[config.mk]
export PLATFORM = sky130hd
export DESIGN_NAME = boot_loader
export DESIGN_NICKNAME = d
export VERILOG_FILES = /design/src/rtl/mips_cpu_pkg.sv /design/src/rtl/boot_loader.sv
export SDC_FILE = /design/constraint.sdc
export NUM_CORES = 1
export LEC_CHECK = 0
export BUFFER_PORTS_ARGS = -buffer_cell sky130_fd_sc_hd__buf_2
export CAP_MARGIN = 20
export CORE_UTILIZATION = 50
export DETAILED_ROUTE_END_ITERATION = 8
export GPL_TIMING_DRIVEN = 0
export PLACE_DENSITY = 0.84
export SLEW_MARGIN = 10
export SYNTH_ARGS = -nofsm -noshare
export SYNTH_HDL_FRONTEND = slang
export SYNTH_SLANG_ARGS = --single-unit
export TNS_END_PERCENT = 50
[constraint.sdc]
create_clock -name cpu_clk_50M -period 2.4 [get_ports cpu_clk_50M]
set_clock_uncertainty 0.1 [all_clocks]
set_input_delay 0.6 -clock cpu_clk_50M [delete_from_list [all_inputs] [get_ports cpu_clk_50M]]
set_output_delay 0.6 -clock cpu_clk_50M [all_outputs]
set_load 0.03 [all_outputs]
[src/rtl/mips_cpu_pkg.sv]
// mips_cpu_pkg: shared types for the MIPS CPU slice.
//   IM_AW_DEFAULT   - default instruction-memory word-address width
//   im_addr_t       - instruction-memory word address at the default width
//   boot_state_enum - boot loader FSM states
package mips_cpu_pkg;

  localparam int IM_AW_DEFAULT = 10;

  typedef logic [IM_AW_DEFAULT-1:0] im_addr_t;

  typedef enum logic [2:0] {
    IDLE  = 3'd0,
    LOAD  = 3'd1,
    DRAIN = 3'd2,
    RUN   = 3'd3,
    ERR   = 3'd4
  } boot_state_enum;

endpackage

[src/rtl/boot_loader.sv]
// boot_loader: streams a program into instruction memory while the CPU core
// is held in reset, flushes the core for DRAIN_CYCLES cycles, then releases it.
//
// Ports
//   cpu_clk_50M  in   sole clock, rising edge
//   cpu_rst      in   synchronous active-high reset
//   load_start   in   single-cycle request to (re)start a program load
//   in_valid     in   in_inst/in_last valid
//   in_inst      in   instruction word
//   in_last      in   final word of the program (qualified by in_valid)
//   in_ready     out  loader accepts the word this cycle
//   imwe         out  instruction-memory write enable
//   imaddr       out  instruction-memory word address
//   imdin        out  instruction-memory write data
//   core_rst_n   out  active-low core reset, high only in RUN
//   done         out  program loaded, core running
//   err          out  program overflowed the instruction memory
//   word_cnt     out  words written in the current/last load
//   state        out  FSM state (debug)
//
// Handshake: a word transfers on a rising edge where in_valid and in_ready are
// both 1. in_ready never depends on in_valid; upstream must hold the word
// stable while in_valid=1 and in_ready=0.
module boot_loader
  import mips_cpu_pkg::*;
#(
  parameter int IM_AW        = IM_AW_DEFAULT,
  parameter int DRAIN_CYCLES = 5
) (
  input  logic             cpu_clk_50M,
  input  logic             cpu_rst,
  input  logic             load_start,
  input  logic             in_valid,
  input  logic [31:0]      in_inst,
  input  logic             in_last,
  output logic             in_ready,
  output logic             imwe,
  output logic [IM_AW-1:0] imaddr,
  output logic [31:0]      imdin,
  output logic             core_rst_n,
  output logic             done,
  output logic             err,
  output logic [IM_AW:0]   word_cnt,
  output boot_state_enum   state
);

  localparam int DCW = (DRAIN_CYCLES > 1) ? $clog2(DRAIN_CYCLES) : 1;
  localparam logic [DCW-1:0] DRAIN_LAST = DCW'(DRAIN_CYCLES - 1);
  localparam logic [IM_AW-1:0] PTR_MAX = '1;

  boot_state_enum   state_d;
  logic [IM_AW-1:0] ptr, ptr_d;
  logic [DCW-1:0]   dcnt, dcnt_d;
  logic [IM_AW:0]   word_cnt_d;
  logic             imwe_d;
  logic [IM_AW-1:0] imaddr_d;
  logic [31:0]      imdin_d;
  logic             accept;

  // in_ready is registered as (state == LOAD), so it is the only qualifier needed.
  assign accept = in_valid & in_ready;

  always_comb begin
    state_d    = state;
    ptr_d      = ptr;
    dcnt_d     = dcnt;
    word_cnt_d = word_cnt;
    imwe_d     = 1'b0;
    imaddr_d   = imaddr;
    imdin_d    = imdin;
    case (state)
      IDLE, RUN, ERR: begin
        if (load_start) begin
          state_d    = LOAD;
          ptr_d      = '0;
          word_cnt_d = '0;
        end
      end
      LOAD: begin
        if (accept) begin
          imwe_d     = 1'b1;
          imaddr_d   = ptr;
          imdin_d    = in_inst;
          word_cnt_d = word_cnt + 1'b1;
          // The pointer saturates at the top word; a full memory either
          // finishes (in_last) or overflows into ERR, never wraps.
          if (ptr != PTR_MAX) ptr_d = ptr + 1'b1;
          if (in_last) begin
            state_d = DRAIN;
            dcnt_d  = '0;
          end else if (ptr == PTR_MAX) begin
            state_d = ERR;
          end
        end
      end
      DRAIN: begin
        if (dcnt == DRAIN_LAST) state_d = RUN;
        else                    dcnt_d  = dcnt + 1'b1;
      end
      default: state_d = IDLE;
    endcase
  end

  // Status outputs are registered from the next state so they change on the
  // same edge as the state itself.
  always_ff @(posedge cpu_clk_50M) begin
    if (cpu_rst) begin
      state      <= IDLE;
      ptr        <= '0;
      dcnt       <= '0;
      word_cnt   <= '0;
      imwe       <= 1'b0;
      imaddr     <= '0;
      imdin      <= '0;
      in_ready   <= 1'b0;
      core_rst_n <= 1'b0;
      done       <= 1'b0;
      err        <= 1'b0;
    end else begin
      state      <= state_d;
      ptr        <= ptr_d;
      dcnt       <= dcnt_d;
      word_cnt   <= word_cnt_d;
      imwe       <= imwe_d;
      imaddr     <= imaddr_d;
      imdin      <= imdin_d;
      in_ready   <= (state_d == LOAD);
      core_rst_n <= (state_d == RUN);
      done       <= (state_d == RUN);
      err        <= (state_d == ERR);
    end
  end

endmodule
==> qor.yml <==
status:
  status: "complete, no violations"
synth:
  yosys_warnings: 0
  dominantRegCellSynth: "dfxtp_1"
  synth_seq_cells: 73
  synth-edff-count: 0
  synth.largest_area_cell: "dfxtp_1"
  ys_types: 45
  syn_nets: 404
  yosysSeqAreaShare: 0.482
  synth_top_area_share: 0.482
  yosys-top-cells-area: "dfxtp_1 48%, nand2_1 11%, a21oi_1 11%"
  synthArstFlopShare: 0
  synth_cells: 363
  synth_area_um2: 3030
  postSynthAreaPerCell_um2: 8.35
flow_run:
  max-cap-violations: 0
sta:
  max_slew.worst_pin.slew_ns: 0.499
  fin_crit_ns: 2.04
  fin_tns_setup_ns: 0
  finalMaxSlewViolations: 0
  rsz0062_at_grt: "no"
  hold_viol: 0
  fin_crit_sh: 0.851
  max_freq_mhz: 489
  hold_ws_ns: 0.354
  setup_violations: 0
  slew_headroom: 0.666
clock_network:
  clock_latency_ns: 0.34
  numCtsBuffers: 9
  cts_tree: "yes"
  cts_resized: 0
  postCtsSetupRepairBufs: 0
  root_buffer: "clkbuf_8"
  htreeDepth: 3
  cts_sinks: 73
  ctsLongestPathBuffers: 2
  clk_pin_slew_ns: 0.08
  postCtsHoldBufs: 0
setup_path:
  start_kind: "register"
  slowest_stage: "dfxtp_1"
  cp_max_fo: 10
  crit_path_end_kind: "register"
  slowest_delay_ns: 0.49
  crit_chain: "and4b_1 > buf_4 > nand2_1 > clkbuf_1 > nand2_1 > a21oi_1"
  cp.required_ns: 2.55
  criticalPathCategory: "register to register"
  crit_top_cell: "nand2_1"
  arrival_ns: 2.19
power_and_ir_drop:
  switchingPower_w: 0.000613
  powerDensity_nw_per_um2: 679
  leakagePower_nw: 1.57
  total_power_w: 0.00262
  pwr-share-clk: 0.442
  vdd_drop_max_mv: 0.371
  p_sw_frac: 0.234
  comb_power_share: 0.083
  p_int_w: 0.00200
  power.share.sequential: 0.475
route:
  drtIter0Drc: 215
  wl_per_cell_um: 13.8
  drt_wl_total_um: 7550
  vias: 2980
  first_pass_iters: 4
  drc: 0
  vias_per_cell: 5.44
  drtAntennaViolNets: 0
grt:
  antenna_found_initial: 0
  grt_pass1_wl_um: 12000
  overflow: 0
  grt_start_max_net_pins: 14
  grtUsageTotal: 0.242
  grt_pass1_vias: 2741
placed_design:
  dpl.hpwl_um: 5430
  place.gp.congestion: 0.887
  io_buffers: 97
floorplanning:
  die_area_um2: 6380
  die_y_um: 79.9
  initial_core_util: 0.534
  core-area_um2: 5680
  fp-row-count: 27
  die_x_um: 79.9
  num_io_pins: 98
cells_and_area:
  drive_gt1_frac: 0.273
  n_fill_cell: 450
  nets: 512
  final_cell_mix: "105 x buf_2, 91 x nand2_1, 73 x dfxtp_1"
  n_antenna_cell: 0
  syn_to_final_growth_pct: 27.0
  layout_commonest_cell: "buf_2"
hold_path:
  min_path_type: "register to register"
==> per-stage QoR <==
stage               cell area [µm²]  instances  utilization  setup WS, ns
floorplan                      3030        363            -         0.417
global placement               3610        532        0.636         0.203
detailed placement             3610        532        0.636         0.184
CTS                            3850        548        0.678         0.382
global route                   3850        548        0.678         0.163
finish                         3850        548        0.678         0.357
==> synth_stat cells, types with 2 or more instances <==
cell / count
buf_6: 2
nor4_1: 3
nand3_1: 12
and4_1: 3
o21a_1: 2
nor3_1: 3
o31a_1: 2
and2_1: 3
buf_4: 3
inv_1: 6
o21ai_1: 6
buf_2: 8
o21ai_0: 2
a21oi_1: 65
nor2_1: 6
and3_1: 3
or3_1: 8
or4_1: 10
dfxtp_1: 73
xnor2_1: 2
ha_1: 4
a211oi_1: 2
nor3b_1: 2
buf_1: 2
nand4_1: 5
nand2_1: 91
o31ai_1: 10
clkbuf_1: 8
==> worst paths after layout <==
| path | startpoint | end | slack (ns) | cells past startpoint |
|---|---|---|---|---|
| hold / removal | imdin[12]$_SDFFE_PP0P_ | imdin[12]$_SDFFE_PP0P_ | 0.35 | 2 |
| hold reg to reg | imdin[12]$_SDFFE_PP0P_ | imdin[12]$_SDFFE_PP0P_ | 0.35 | 2 |
| setup reg to reg | state[2]$_SDFF_PP0_ | imdin[14]$_SDFFE_PP0P_ | 0.36 | 6 |
| setup / recovery | state[2]$_SDFF_PP0_ | imdin[14]$_SDFFE_PP0P_ | 0.36 | 6 |
==> registers in the layout, indices dropped and copies added (netlist names) <==
| register | flops |
|---|---|
| imdin | 32 |
| ptr | 10 |
| imaddr | 10 |
| err | 1 |
| done | 1 |
| imwe | 1 |
| dcnt | 3 |
| state | 3 |
| in_ready | 1 |
| word_cnt | 11 |
==> final cells by class <==
class | instances | area, µm² | area share
buffer | 23 | 123 | 0.0318
clock buffer | 10 | 128 | 0.0331
clock inverter | 6 | 115 | 0.0299
inverter | 7 | 26.3 | 0.00682
multi-input combinational | 260 | 1420 | 0.369
sequential | 73 | 1460 | 0.380
tap | 72 | 90.1 | 0.0234
timing repair buffer | 97 | 485 | 0.126
==> worst max-delay path, delay by kind of cell (launching register included) <==
family | cells | cell delay (ns)
simple gates | 3 | 0.60
buf+inv | 2 | 0.54
compound gates | 1 | 0.22
flops | 1 | 0.49
==> power groups by stage <==
stage | Combinational (W) | Clock [W] | Sequential [W]
2_1_floorplan | 0.000104 | 0 | 0.00130
3_3_place_gp | 0.000211 | 0 | 0.00127
3_5_place_dp | 0.000215 | 0 | 0.00127
4_1_cts | 0.000216 | 0.00117 | 0.00124
5_1_grt | 0.000235 | 0.00124 | 0.00125
6_report | 0.000216 | 0.00116 | 0.00124
==> layer usage <==
metal  wire length [µm]  GRT usage
met1               3310      0.294
met2               3650      0.407
met3                411     0.0423
met4                181      0.129
met5                  0          0
==> cell families (layout without fill, tap and decap cells) <==
kind of cell             after synthesis  after routing  synth area share
AO/OA/AOI/OAI                         94             94             0.181
multiplexers                           1              1           0.00330
flip-flops                            73             73             0.482
buffers and inverters                 30            143            0.0491
AND/OR/NAND/NOR                      159            159             0.262
adder cells (fa/ha/maj)                4              4            0.0165
XOR/XNOR                               2              2           0.00578
No activity file was read; power rests on OpenSTA's default activity.
